<file path="src/rtl/tank_game_pkg.sv">
// Shared types and geometry for the tank game datapath.
// Latency: n/a (types, constants and a combinational helper only).
// Backpressure: n/a.
package tank_game_pkg;

  // Damage controller states.
  typedef enum logic [1:0] {
    ST_ALIVE  = 2'd0,
    ST_BOOM   = 2'd1,
    ST_INVULN = 2'd2,
    ST_OVER   = 2'd3
  } dmg_state_t;

  // Sprite sizes in pixels.
  localparam int TANK_SIZE   = 32;
  localparam int BULLET_SIZE = 4;

  // Playfield limits in pixels.
  localparam int X_LEFT   = 32;
  localparam int X_RIGHT  = 608;
  localparam int Y_TOP    = 32;
  localparam int Y_BOTTOM = 448;

  // One-axis overlap of a bullet span [pb, pb+3] against a tank span
  // [pt, pt+31]. Evaluated in 11 bits so pt+32 cannot wrap at 1023.
  function automatic logic span_overlap(input logic [9:0] pb, input logic [9:0] pt);
    logic [10:0] b;
    logic [10:0] t;
    b = {1'b0, pb};
    t = {1'b0, pt};
    return (b < t + 11'(TANK_SIZE)) && (b + 11'(BULLET_SIZE - 1) >= t);
  endfunction

endpackage

</file>
<file path="src/rtl/tank_damage_ctrl_box_overlap.sv">
// Combinational 4x4 bullet box vs 32x32 tank box overlap detector.
// Latency: 0 cycles (pure combinational).
// Backpressure: none.
// Ports: xb_i/yb_i bullet top-left, xt_i/yt_i tank top-left, ovl_o overlap flag.
module box_overlap
  import tank_game_pkg::*;
(
  input  logic [9:0] xb_i,
  input  logic [9:0] yb_i,
  input  logic [9:0] xt_i,
  input  logic [9:0] yt_i,
  output logic       ovl_o
);

  assign ovl_o = span_overlap(xb_i, xt_i) && span_overlap(yb_i, yt_i);

endmodule

</file>
<file path="src/rtl/tank_damage_ctrl.sv">
// Player tank damage, respawn/invulnerability sequencing, lives and kill score.
// Latency: all outputs registered; a detection on tick cycle T shows at T+1.
// Backpressure: none; state only advances on refresh_tick, other cycles hold.
// Ports: clk_50MHz/reset (async, active-high), refresh_tick frame strobe,
//   x_tank/y_tank tank corner, x/y_enemy_bullet packed bullet corners,
//   enemy_detroyed kill levels; hit per-bullet strike, tank_detroyed/tank_boom
//   explosion, tank_respawn 1-cycle pulse, tank_invuln, lives, score, game_over.
module tank_damage_ctrl
  import tank_game_pkg::*;
#(
  parameter int NUM_ENEMY     = 2,
  parameter int LIVES         = 3,
  parameter int BOOM_FRAMES   = 8,
  parameter int INVULN_FRAMES = 64
) (
  input  logic                    clk_50MHz,
  input  logic                    reset,
  input  logic                    refresh_tick,
  input  logic [9:0]              x_tank,
  input  logic [9:0]              y_tank,
  input  logic [NUM_ENEMY*10-1:0] x_enemy_bullet,
  input  logic [NUM_ENEMY*10-1:0] y_enemy_bullet,
  input  logic [NUM_ENEMY-1:0]    enemy_detroyed,
  output logic [NUM_ENEMY-1:0]    hit,
  output logic                    tank_detroyed,
  output logic                    tank_boom,
  output logic                    tank_respawn,
  output logic                    tank_invuln,
  output logic [2:0]              lives,
  output logic [7:0]              score,
  output logic                    game_over
);

  localparam int CNT_MAX = (BOOM_FRAMES > INVULN_FRAMES) ? BOOM_FRAMES : INVULN_FRAMES;
  localparam int CNT_W   = $clog2(CNT_MAX + 1);

  // ---------------------------------------------------------------------------
  // Per-bullet overlap detection
  // ---------------------------------------------------------------------------
  logic [NUM_ENEMY-1:0] ovl;

  for (genvar gi = 0; gi < NUM_ENEMY; gi++) begin : g_ovl
    box_overlap u_box_overlap (
      .xb_i  (x_enemy_bullet[gi*10 +: 10]),
      .yb_i  (y_enemy_bullet[gi*10 +: 10]),
      .xt_i  (x_tank),
      .yt_i  (y_tank),
      .ovl_o (ovl[gi])
    );
  end

  // ---------------------------------------------------------------------------
  // FSM state and datapath registers
  // ---------------------------------------------------------------------------
  dmg_state_t           state_q,   state_d;
  logic [CNT_W-1:0]     cnt_q,     cnt_d;
  logic [2:0]           lives_q,   lives_d;
  logic [NUM_ENEMY-1:0] hit_q,     hit_d;
  logic                 boom_q,    boom_d;
  logic                 invuln_q,  invuln_d;
  logic                 over_q,    over_d;
  logic                 respawn_q, respawn_d;
  logic [NUM_ENEMY-1:0] ed_q,      ed_d;
  logic [7:0]           score_q,   score_d;

  // State register (FSM plus everything it owns).
  always_ff @(posedge clk_50MHz or posedge reset) begin
    if (reset) begin
      state_q   <= ST_ALIVE;
      cnt_q     <= '0;
      lives_q   <= 3'(LIVES);
      hit_q     <= '0;
      boom_q    <= 1'b0;
      invuln_q  <= 1'b0;
      over_q    <= 1'b0;
      respawn_q <= 1'b0;
      ed_q      <= '0;
      score_q   <= '0;
    end else begin
      state_q   <= state_d;
      cnt_q     <= cnt_d;
      lives_q   <= lives_d;
      hit_q     <= hit_d;
      boom_q    <= boom_d;
      invuln_q  <= invuln_d;
      over_q    <= over_d;
      respawn_q <= respawn_d;
      ed_q      <= ed_d;
      score_q   <= score_d;
    end
  end

  // Next-state logic. Nothing moves outside tick cycles. Any tick clears hit
  // unless it is a fresh detection, so a hit vector is visible from the
  // detection tick up to and including the following tick cycle, which is
  // where the enemy bullet logic samples it.
  always_comb begin
    state_d = state_q;
    cnt_d   = cnt_q;
    lives_d = lives_q;
    hit_d   = hit_q;
    if (refresh_tick) begin
      hit_d = '0;
      unique case (state_q)
        ST_ALIVE: begin
          if (|ovl) begin
            hit_d   = ovl;
            // One life per frame no matter how many bullets landed.
            lives_d = lives_q - 3'd1;
            cnt_d   = '0;
            state_d = ST_BOOM;
          end
        end
        ST_BOOM: begin
          if (cnt_q == CNT_W'(BOOM_FRAMES - 1)) begin
            cnt_d   = '0;
            state_d = (lives_q == 3'd0) ? ST_OVER : ST_INVULN;
          end else begin
            cnt_d = cnt_q + CNT_W'(1);
          end
        end
        ST_INVULN: begin
          // Overlaps on the final invulnerable tick are deliberately dropped.
          if (cnt_q == CNT_W'(INVULN_FRAMES - 1)) begin
            cnt_d   = '0;
            state_d = ST_ALIVE;
          end else begin
            cnt_d = cnt_q + CNT_W'(1);
          end
        end
        ST_OVER: begin
          state_d = ST_OVER;
        end
        default: begin
          state_d = ST_ALIVE;
        end
      endcase
    end
  end

  // Output logic: computed from the upcoming state so the registered outputs
  // line up with state_q. The respawn pulse marks the BOOM->INVULN transition,
  // which only exists on a tick cycle, so it lasts exactly one clock.
  always_comb begin
    boom_d    = (state_d == ST_BOOM) || (state_d == ST_OVER);
    invuln_d  = (state_d == ST_INVULN);
    over_d    = (state_d == ST_OVER);
    respawn_d = (state_q == ST_BOOM) && (state_d == ST_INVULN);
  end

  // ---------------------------------------------------------------------------
  // Kill score: rising edges of enemy_detroyed sampled on ticks, saturating.
  // ---------------------------------------------------------------------------
  logic [NUM_ENEMY-1:0] rise;
  logic [8:0]           pop;
  logic [8:0]           sum;

  always_comb begin
    rise = enemy_detroyed & ~ed_q;
    pop  = '0;
    for (int i = 0; i < NUM_ENEMY; i++) begin
      pop = pop + 9'(rise[i]);
    end
    sum     = {1'b0, score_q} + pop;
    ed_d    = ed_q;
    score_d = score_q;
    if (refresh_tick) begin
      ed_d = enemy_detroyed;
      if (state_q != ST_OVER) begin
        score_d = (sum > 9'd255) ? 8'hFF : sum[7:0];
      end
    end
  end

  // ---------------------------------------------------------------------------
  // Output mapping
  // ---------------------------------------------------------------------------
  assign hit           = hit_q;
  assign tank_detroyed = boom_q;
  assign tank_boom     = boom_q;
  assign tank_respawn  = respawn_q;
  assign tank_invuln   = invuln_q;
  assign lives         = lives_q;
  assign score         = score_q;
  assign game_over     = over_q;

endmodule

</file>
<file path="config.mk">
export PLATFORM = sky130hd
export DESIGN_NAME = tank_damage_ctrl
export DESIGN_NICKNAME = d
export VERILOG_FILES = /design/src/rtl/tank_game_pkg.sv /design/src/rtl/tank_damage_ctrl_box_overlap.sv /design/src/rtl/tank_damage_ctrl.sv
export SDC_FILE = /design/constraint.sdc
export NUM_CORES = 1
export LEC_CHECK = 0
export BUFFER_PORTS_ARGS = -buffer_cell sky130_fd_sc_hd__buf_2
export CAP_MARGIN = 10
export CORE_ASPECT_RATIO = 1.75
export CORE_MARGIN = 4
export CORE_UTILIZATION = 52
export DETAILED_ROUTE_END_ITERATION = 10
export PLACE_DENSITY = 0.86
export SETUP_SLACK_MARGIN = 0.3
export SLEW_MARGIN = 10
export SYNTH_ARGS = -nofsm -noshare
export SYNTH_HDL_FRONTEND = slang
export SYNTH_HIERARCHICAL = 1
export SYNTH_SLANG_ARGS = --single-unit
</file>
<file path="constraint.sdc">
create_clock -name clk_50MHz -period 1.75 [get_ports clk_50MHz]
set_input_delay 0.175 -clock clk_50MHz [delete_from_list [all_inputs] [get_ports clk_50MHz]]
set_output_delay 0.175 -clock clk_50MHz [all_outputs]
set_load 0.05 [all_outputs]
</file>
==> results.sh, run 1 <==
export IMPL_holdCritStartpoint="enemy_detroyed[1]"
export IMPL_dp_cells=781
export IMPL_postSynth_asyncResetShare=1.000
export IMPL_cts_root_buf="clkbuf_16"
export IMPL_p_sw_uw=2528
export IMPL_post_route_period_util=1.639
export IMPL_ios=83
export IMPL_clock_skew_ns=0.001936
export IMPL_endpoint="tank_respawn$_DFF_PP0_"
export IMPL_die_w_um=75.59
export IMPL_rows=42
export IMPL_dieArea_mm2=0.009544
export IMPL_synth_area_leaders="ha_1 29%, dfrtp_1 15%, xnor2_1 8.0%"
export IMPL_htreeDepth=1
export IMPL_min_period_ns=2.869
export IMPL_ant_nets=0
export IMPL_final_common_cell="buf_4"
export IMPL_cts_buffer_depth=2
export IMPL_critical_path_max_fanout=4
export IMPL_power_density_mw_per_mm2=769.4
export IMPL_violations="negative setup slack"
export IMPL_crit_path_cell_trace="buf_8 -> inv_6 -> ha_4 -> nor2_4 -> nand3_2 -> nor2_2 -> xor2_1 -> ha_1 -> a21o_1 -> a21oi_2 -> o21ai_1 -> a41oi_2 -> a2111oi_4 -> or3b_4 -> a31o_1 -> a221oi_2"
export IMPL_r2r_slack_ns=-0.24
export IMPL_avgSynthCellArea_um2=8.231
export IMPL_cts_sinks=27
export IMPL_fin_ws_ns=-1.119
export IMPL_max_slew_worst_pin_slew_ns=0.6990
export IMPL_fmax_mhz=348.6
export IMPL_antenna_found_initial=1
export IMPL_rsz0062_at_grt="yes"
export IMPL_crit_path_start="x_enemy_bullet[1]"
export IMPL_cts_inserted_buffers=3
export IMPL_dr_pass1_iters=5
export IMPL_critPathKind="in2reg"
export IMPL_crit_path_start_kind="input pin"
export IMPL_grt_usage=0.3110
export IMPL_cap_violations=0
export IMPL_leakagePower_uw=0.003291
export IMPL_cts_clk_slew_worst_paths_ns=0.07
export IMPL_clockPowerShare=0.106
export IMPL_fp_dieH_um=126.3
export IMPL_timing_hold_ws_ns=0.2399
export IMPL_avgRoutedWirePerCell_um=19.68
export IMPL_post_route_cells_drive_above_1_share=0.4658
export IMPL_first_global_vias=5220
export IMPL_grt_pass1_wl_mm=23.61
export IMPL_synthCells=505
export IMPL_cp_num_buf_inv=2
export IMPL_switching_share=0.4990
export IMPL_ys_seq_area_frac=0.1632
export IMPL_synth_top_area_cell="ha_1"
export IMPL_dp_slack_ns=-1.345
export IMPL_final_hold_viol_count=0
export IMPL_cpPeakStageDelay_ns=0.45
export IMPL_drt_total_wl_mm=15.86
export IMPL_slew_violations=0
export IMPL_fin_cells=806
export IMPL_drt_iter0_markers=335
export IMPL_power_uw=5066
export IMPL_grt_max_degree=28
export IMPL_internal_power_uw=2538
export IMPL_synthToLayoutAreaGrowth_pct=58.43
export IMPL_maxSlewHeadroom=0.5330
export IMPL_hpwlAfterDp_mm=10.43
export IMPL_synthFlopType="dfrtp_1"
export IMPL_outcome="finished with violations"
export IMPL_r2r_start="state_q[1]$_DFF_PP0_"
export IMPL_clk_latency_ns=0.26
export IMPL_cts_tree="yes"
export IMPL_cpMaxStageDelayCell="or3b_4"
export IMPL_combinationalPowerShare=0.665
export IMPL_arrival_ns=3.04
export IMPL_yosysTopAreaCellShare=0.2890
export IMPL_cp_num_cells=16
export IMPL_ys_seq_elements=27
export IMPL_power_frac_seq=0.229
export IMPL_vias=4938
export IMPL_synth_edf_count=0
export IMPL_yosysWarnings=6
export IMPL_final_setup_viol_count=24
export IMPL_worstSetupEndpointType="flip-flop"
export IMPL_ys_types=63
export IMPL_syn_nets=667
export IMPL_nets=880
export IMPL_coreArea_mm2=0.007672
export IMPL_worstPathRequired_ns=1.92
export IMPL_syn_area_mm2=0.004156
export IMPL_r2r_cells=7
export IMPL_crit_family="compound AO/OA/AOI/OAI gates"
export IMPL_portBuffers=82
export IMPL_mostFrequentLayoutCells="120 x buf_4, 86 x ha_1, 67 x buf_2, 58 x inv_1, 36 x nand2_1"
export IMPL_hold_class="in2reg"
export IMPL_initial_utilization=0.5417
export IMPL_drt_vias_per_instance=6.127
export IMPL_irDropWorstVdd_uv=1284
export IMPL_drc_errors=0
export IMPL_gr_total_overflow=0
export IMPL_reg2reg_to="cnt_q[3]$_DFFE_PP0P_"
export IMPL_gp_congestion=0.9378
export IMPL_nFillCells=349
## cells in the mapped netlist (2+ instances only)
| library cell | number |
|---|---|
| nand4_1 | 11 |
| a41oi_1 | 3 |
| ha_1 | 96 |
| o21ai_0 | 26 |
| o2111ai_1 | 6 |
| mux2_2 | 3 |
| o21a_1 | 4 |
| a21o_1 | 12 |
| dfstp_2 | 2 |
| a31oi_1 | 3 |
| nor3_1 | 5 |
| nand3_1 | 26 |
| nor2_1 | 25 |
| xnor2_1 | 38 |
| o211ai_1 | 5 |
| and4_1 | 3 |
| nor4_1 | 2 |
| o21ai_1 | 4 |
| nor2_2 | 2 |
| xor2_1 | 9 |
| a21oi_1 | 25 |
| dfrtp_1 | 25 |
| nand2b_1 | 6 |
| inv_1 | 69 |
| nor2b_1 | 5 |
| a211o_1 | 3 |
| buf_2 | 2 |
| a211oi_1 | 6 |
| and3_1 | 5 |
| nand2_1 | 41 |
## state kept, by name (all words and copies together), names as in the netlist
register and count:
tank_boom 1, game_over 1, cnt_q 7, hit 2, tank_respawn 1, ed_q 2, state_q 1, score 8
tank_invuln 1, lives 3
## timing repair
| action | in CTS | in global routing |
|---|---|---|
| hold buffers | 1 | 0 |
| endpoints found under the hold margin | 25 | 0 |
| setup buffers | 15 | 4 |
| endpoints found under the setup margin | 25 | 25 |
| gates resized for setup | 94 | 53 |
| pin swaps | 67 | 34 |
## metal layers
metal | global-route usage | wire length [um]
met1 | 0.3297 | 5414
met2 | 0.5517 | 8365
met3 | 0.04306 | 844
met4 | 0.1864 | 1236
met5 | 0 | 0
## layout make-up
| cell class | instances | area [um2] | area share |
|---|---|---|---|
| clock buffers | 4 | 78.83 | 0.01197 |
| flip-flops and latches | 27 | 680.7 | 0.1034 |
| multi-input cells | 405 | 3834 | 0.5822 |
| diodes | 1 | 2.502 | 0.0003800 |
| repair buffers | 212 | 1555 | 0.2362 |
| well taps | 88 | 110.1 | 0.01672 |
| inverters | 69 | 324.1 | 0.04921 |
## per-stage QoR
step / area [um2] / util / TNS, ns
2_1_floorplan: 4392 / - / -12.84
3_3_place_gp: 5717 / 0.7451 / -19.57
3_5_place_dp: 5717 / 0.7451 / -21.74
4_1_cts: 6291 / 0.8200 / -13.82
5_1_grt: 6585 / 0.8583 / -19.80
6_report: 6585 / 0.8583 / -16.74
## power by group through the flow
| stage | logic, uW | registers, uW | clock network [uW] |
|---|---|---|---|
| 3_3_place_gp | 2570 | 1080 | 0 |
| 4_1_cts | 3030 | 1120 | 523 |
| 2_1_floorplan | 1340 | 1500 | 0 |
| 6_report | 3370 | 1160 | 536 |
| 3_5_place_dp | 2710 | 1100 | 0 |
| 5_1_grt | 3610 | 1180 | 558 |
## worst min path at each step
stage | to | slack [ns] | depth (start not counted)
after floorplan | cnt_q[0]$_DFFE_PP0P_ | 0.23 | 1
after detailed placement | score[7]$_DFFE_PP0P_ | 0.25 | 3
after global placement | score[1]$_DFFE_PP0P_ | 0.24 | 3
after CTS | ed_q[0]$_DFFE_PP0P_ | 0.22 | 2
after global routing | ed_q[1]$_DFFE_PP0P_ | 0.25 | 2
final | ed_q[1]$_DFFE_PP0P_ | 0.24 | 2
## logic make-up after synthesis
kind of cell | Yosys count | share of synthesized area
AND/OR/NAND/NOR | 142 | 0.1764
AO/OA/AOI/OAI | 115 | 0.1897
buffers and inverters | 73 | 0.06743
flip-flops | 27 | 0.1632
adder cells (fa/ha/maj) | 97 | 0.2938
XOR/XNOR | 47 | 0.09904
multiplexers | 4 | 0.01054
## worst reg2reg max path, cell delays in order, from the launching register on
cell and delay (ns):
dfrtp_1 0.45, inv_1 0.10, buf_4 0.10, ha_1 0.30, inv_1 0.13, a21oi_1 0.42
o21ai_2 0.19, o211ai_1 0.21
Note: power is estimated with default switching activity, not from simulation.
==> run 2, diff against run 1 <==
- REMOVE_ABC_BUFFERS: unset -> 1
- SLEW_MARGIN: 10 -> unset
==> results.sh, run 2 (synthesis results as in run 1) <==
export IMPL_power_frac_seq=0.221
export IMPL_rsz0062_at_grt="yes"
export IMPL_initial_utilization=0.5417
export IMPL_irDropWorstVdd_uv=550.0
export IMPL_grt_max_degree=28
export IMPL_mostFrequentLayoutCells="122 x buf_4, 85 x ha_1, 74 x buf_2, 61 x inv_1, 34 x xnor2_1"
export IMPL_cts_inserted_buffers=3
export IMPL_post_route_cells_drive_above_1_share=0.4489
export IMPL_arrival_ns=3.14
export IMPL_clockPowerShare=0.107
export IMPL_dp_cells=779
export IMPL_drc_errors=0
export IMPL_ant_nets=0
export IMPL_switching_share=0.4996
export IMPL_die_w_um=75.59
export IMPL_cts_root_buf="clkbuf_16"
export IMPL_power_density_mw_per_mm2=783.8
export IMPL_fp_dieH_um=126.3
export IMPL_hpwlAfterDp_mm=10.33
export IMPL_cp_num_buf_inv=2
export IMPL_final_setup_viol_count=24
export IMPL_drt_vias_per_instance=6.304
export IMPL_fin_ws_ns=-1.216
export IMPL_fmax_mhz=337.2
export IMPL_antenna_found_initial=0
export IMPL_crit_path_start="x_enemy_bullet[0]"
export IMPL_holdCritStartpoint="enemy_detroyed[1]"
export IMPL_nets=887
export IMPL_slew_violations=0
export IMPL_drt_iter0_markers=332
export IMPL_htreeDepth=1
export IMPL_post_route_period_util=1.695
export IMPL_dieArea_mm2=0.009544
export IMPL_worstSetupEndpointType="flip-flop"
export IMPL_largest_register_ff_count=8
export IMPL_crit_family="compound AO/OA/AOI/OAI gates"
export IMPL_avgRoutedWirePerCell_um=21.14
export IMPL_vias=5119
export IMPL_p_sw_uw=2519
export IMPL_cpPeakStageDelay_ns=0.44
export IMPL_cap_violations=0
export IMPL_rows=42
export IMPL_cpMaxStageDelayCell="or3b_4"
export IMPL_r2r_slack_ns=-0.17
export IMPL_cts_tree="yes"
export IMPL_gp_congestion=0.9311
export IMPL_final_util=0.8384
export IMPL_final_hold_viol_count=0
export IMPL_min_period_ns=2.966
export IMPL_synthToLayoutAreaGrowth_pct=54.76
export IMPL_antennaDiodeCount=0
export IMPL_grt_pass1_wl_mm=24.61
export IMPL_drt_total_wl_mm=17.16
export IMPL_clk_latency_ns=0.27
export IMPL_cts_buffer_depth=2
export IMPL_leakagePower_uw=0.003275
export IMPL_fin_cells=812
export IMPL_violations="negative setup slack"
export IMPL_hold_class="in2reg"
export IMPL_max_slew_worst_pin_slew_ns=0.5074
export IMPL_r2r_start="ed_q[0]$_DFFE_PP0P_"
export IMPL_internal_power_uw=2523
export IMPL_cts_sinks=27
export IMPL_crit_path_start_kind="input pin"
export IMPL_critPathKind="in2reg"
export IMPL_first_global_vias=5416
export IMPL_coreArea_mm2=0.007672
export IMPL_dp_slack_ns=-1.673
export IMPL_combinationalPowerShare=0.672
export IMPL_clock_skew_ns=0.002819
export IMPL_critical_path_max_fanout=3
export IMPL_cts_clk_slew_worst_paths_ns=0.07
export IMPL_portBuffers=82
export IMPL_crit_path_cell_trace="buf_2 -> inv_2 -> ha_4 -> nor2_2 -> nand3_1 -> nor2_1 -> xor2_1 -> ha_1 -> a21o_1 -> a21oi_2 -> o21ai_1 -> a41oi_2 -> a2111oi_4 -> or3b_4 -> a31o_4 -> a221oi_2"
export IMPL_gr_total_overflow=0
export IMPL_final_common_cell="buf_4"
export IMPL_nFillCells=373
export IMPL_dr_pass1_iters=5
export IMPL_ios=83
export IMPL_worstPathRequired_ns=1.93
export IMPL_outcome="finished with violations"
export IMPL_grt_usage=0.3304
export IMPL_setup_tns_ns=-19.14
export IMPL_maxSlewHeadroom=0.6597
==> run 2: cell count changes in the layout (fill, tap and decap cells not counted), sizes merged <==
cell,before,now
buf,211,218
diode,1,0
==> run 2: timing repair <==
action | 4_1_cts | 5_1_grt
gates resized for setup | 113 | 45
setup endpoints to repair | 25 | 25
hold buffers | 1 | 0
hold endpoints to repair | 25 | 0
pin swaps | 69 | 34
setup buffers | 16 | 12
cloned | 0 | 0
==> run 2: worst paths after layout <==
| check | endpoint | cells after the start |
|---|---|---|
| hold / removal | ed_q[1]$_DFFE_PP0P_ | 2 |
| hold reg to reg | lives[1]$_DFFE_PP1P_ | 2 |
| min in group asynchronous | score[7]$_DFFE_PP0P_ | 4 |
| setup reg to reg | score[6]$_DFFE_PP0P_ | 8 |
| max in group asynchronous | lives[1]$_DFFE_PP1P_ | 4 |
| setup / recovery | tank_respawn$_DFF_PP0_ | 16 |
==> run 2: through the flow <==
stage	total power [uW]	instance area, um2	hold slack [ns]
after global placement	3486	5466	0.2432
after global routing	5313	6432	0.2037
after floorplan	2689	4135	0.2262
final	5042	6432	0.1906
after CTS	4598	6120	0.1989
after detailed placement	3640	5466	0.2552
==> run 2: final cells by class <==
cell class	instances	area, um2	area share
multi-input combinational	405	3735	0.5806
timing repair buffer	219	1559	0.2424
sequential	27	678.2	0.1054
inverter	69	271.5	0.04221
tap	88	110.1	0.01712
clock buffer	4	78.83	0.01225
==> run 2: power groups by stage <==
stage | Sequential [uW] | Clock [uW] | Combinational, uW
6_report | 1120 | 539 | 3390
5_1_grt | 1140 | 569 | 3610
4_1_cts | 1090 | 529 | 2980
3_5_place_dp | 1080 | 0 | 2560
3_3_place_gp | 1050 | 0 | 2430
2_1_floorplan | 1520 | 0 | 1170
==> run 2: worst reg2reg max path: stages (launching register included) <==
cell and delay [ns]:
dfrtp_1 0.38, nand2b_4 0.15, fa_2 0.39, inv_2 0.08
ha_4 0.15, nand2_4 0.07, nor2_4 0.15, nand4_1 0.13
mux2_4 0.32
==> run 2: layer usage <==
layer | vias up | track usage | share of wire
li1 | 2239 | - | -
met1 | 2428 | 0.2954 | 0.32
met5 | - | 0 | 0
met4 | 0 | 0.2585 | 0.096
met3 | 136 | 0.04147 | 0.053
met2 | 316 | 0.6159 | 0.53
==> run 3, diff against run 2 <==
--- a/config.mk
+++ b/config.mk
@@ -12,4 +12,5 @@
 export CORE_UTILIZATION = 52
 export DETAILED_ROUTE_END_ITERATION = 10
+export HOLD_SLACK_MARGIN = 0.08
 export PLACE_DENSITY = 0.86
 export REMOVE_ABC_BUFFERS = 1
==> constraint.sdc (replaced) <==
create_clock -name clk_50MHz -period 1.75 [get_ports clk_50MHz]
set_input_delay 0.2625 -clock clk_50MHz [delete_from_list [all_inputs] [get_ports clk_50MHz]]
set_output_delay 0.2625 -clock clk_50MHz [all_outputs]
set_load 0.05 [all_outputs]
==> results.sh, run 3 (synthesis results as in run 1) <==
export IMPL_clk_latency_ns=0.26
export IMPL_hold_class="in2reg"
export IMPL_hpwlAfterDp_mm=10.42
export IMPL_cap_violations=0
export IMPL_slew_violations=0
export IMPL_fp_dieH_um=126.3
export IMPL_setup_tns_ns=-22.00
export IMPL_dieArea_mm2=0.009544
export IMPL_crit_path_cell_trace="buf_8 -> buf_6 -> o21ai_4 -> buf_6 -> nor2_4 -> xor2_4 -> ha_4 -> a21o_1 -> a221oi_4 -> o21ai_2 -> a21oi_4 -> a2111oi_4 -> or3b_4 -> buf_6 -> nand2_4 -> nand2_4 -> a221oi_2"
export IMPL_nFillCells=397
export IMPL_nets=892
export IMPL_antennaDiodeCount=0
export IMPL_crit_family="compound AO/OA/AOI/OAI gates"
export IMPL_dr_pass1_iters=5
export IMPL_grt_use_met3=0.03509
export IMPL_cts_sinks=27
export IMPL_cpMaxStageDelayCell="or3b_4"
export IMPL_grt_max_degree=28
export IMPL_cp_num_buf_inv=4
export IMPL_gr_max_usage_layer="met2"
export IMPL_ant_nets=0
export IMPL_critical_path_max_fanout=4
export IMPL_antenna_found_initial=0
export IMPL_rsz0062_at_grt="yes"
export IMPL_cts_inserted_buffers=3
export IMPL_cpPeakStageDelay_ns=0.46
export IMPL_final_common_cell="buf_4"
export IMPL_htreeDepth=1
export IMPL_cts_root_buf="clkbuf_16"
export IMPL_timing_hold_ws_ns=0.2916
export IMPL_critPathKind="in2reg"
export IMPL_timing_critical_path_mode_cell="buf_6"
export IMPL_dp_slack_ns=-1.760
export IMPL_drt_vias_per_instance=6.278
export IMPL_leakagePower_uw=0.003326
export IMPL_final_hold_viol_count=0
export IMPL_final_setup_viol_count=25
export IMPL_max_slew_worst_pin_slew_ns=0.6073
export IMPL_initial_utilization=0.5417
export IMPL_mostFrequentLayoutCells="126 x buf_4, 88 x ha_1, 74 x buf_2, 61 x inv_1, 32 x xnor2_1"
export IMPL_use_met2=0.6164
export IMPL_first_global_vias=5252
export IMPL_violations="negative setup slack"
export IMPL_cts_clk_slew_worst_paths_ns=0.07
export IMPL_vias=5129
export IMPL_dp_cells=779
export IMPL_fin_cells=817
export IMPL_cts_tree="yes"
export IMPL_portBuffers=82
export IMPL_crit_path_start_kind="input pin"
export IMPL_worstSetupEndpointType="flip-flop"
export IMPL_cts_buffer_depth=2
export IMPL_largest_register_ff_count=8
export IMPL_regArea_um2=678.2
export IMPL_fin_ws_ns=-1.399
export IMPL_min_period_ns=3.149
export IMPL_ios=83
export IMPL_post_route_cells_drive_above_1_share=0.4636
export IMPL_maxSlewHeadroom=0.5927
export IMPL_grt_usage=0.3199
export IMPL_gr_total_overflow=0
export IMPL_irDropWorstVdd_uv=531.0
export IMPL_avgRoutedWirePerCell_um=22.08
export IMPL_synthToLayoutAreaGrowth_pct=56.68
export IMPL_post_route_period_util=1.799
export IMPL_arrival_ns=3.31
export IMPL_coreArea_mm2=0.007672
export IMPL_drt_total_wl_mm=18.04
export IMPL_use_met1=0.2972
export IMPL_fmax_mhz=317.6
export IMPL_gp_congestion=0.9313
export IMPL_grt_pass1_wl_mm=24.02
export IMPL_outcome="finished with violations"
export IMPL_power_density_mw_per_mm2=796.3
export IMPL_drc_errors=0
export IMPL_die_w_um=75.59
export IMPL_worstPathRequired_ns=1.91
export IMPL_rows=42
export IMPL_multi_input_comb_area_mm2=0.003776
export IMPL_clock_skew_ns=0.003447
export IMPL_drt_iter0_markers=423
## run 3: cell types whose count changed in the layout (fill, tap and decap cells not counted), sizes merged
cell / previous run / this run
buf: 218 / 223
## run 3: worst paths after layout
kind,startpoint,to,slack [ns],cells past startpoint
min in group asynchronous,reset,score[6]$_DFFE_PP0P_,0.61,4
worst min register to register,lives[1]$_DFFE_PP1P_,lives[1]$_DFFE_PP1P_,0.50,2
worst max-delay path,y_enemy_bullet[0],tank_respawn$_DFF_PP0_,-1.40,17
worst min-delay path,enemy_detroyed[1],ed_q[1]$_DFFE_PP0P_,0.29,2
max in group asynchronous,reset,lives[1]$_DFFE_PP1P_,0.82,4
worst max register to register,tank_boom$_DFF_PP0_,game_over$_DFF_PP0_,-0.25,6
## run 3: layer usage
metal / up-vias / wire (um)
li1: 2261 / -
met1: 2420 / 5556
met2: 310 / 9797
met3: 138 / 966
met4: 0 / 1717
met5: - / 0
## run 3: power breakdown
part | internal (uW) | switching (uW)
Combinational | 1440 | 2080
Sequential | 840 | 298
Clock | 312 | 217
Total | 2590 | 2600
## run 3: repair_timing
action / CTS / global route
hold buffers: 1 / 0
setup buffers: 18 / 15
gates resized for setup: 96 / 74
endpoints found under the setup margin: 25 / 25
pin swaps: 48 / 57
hold endpoints to repair: 25 / 0
## run 3: through the flow
stage	utilization	area, um2	power, uW
floorplan	-	4135	2689
global placement	0.7125	5466	3486
detailed placement	0.7125	5466	3644
CTS	0.7898	6060	4554
global route	0.8488	6513	5437
finish	0.8488	6513	5186
## run 3: layout make-up
class                   instances  area share
clock buffers                   4     0.01210
inverters                      69     0.04131
repair buffers                224      0.2457
multi-input cells             405      0.5798
well taps                      88     0.01691
flip-flops and latches         27      0.1041
## run 3: worst register-to-register path: cells and delay by family, from the launching register on
family | cells | cell delay [ns]
AO/OA/AOI/OAI | 2 | 0.65
adder cells (fa/ha/maj) | 1 | 0.24
buffers and inverters | 2 | 0.36
flip-flops | 1 | 0.44
AND/OR/NAND/NOR | 1 | 0.17
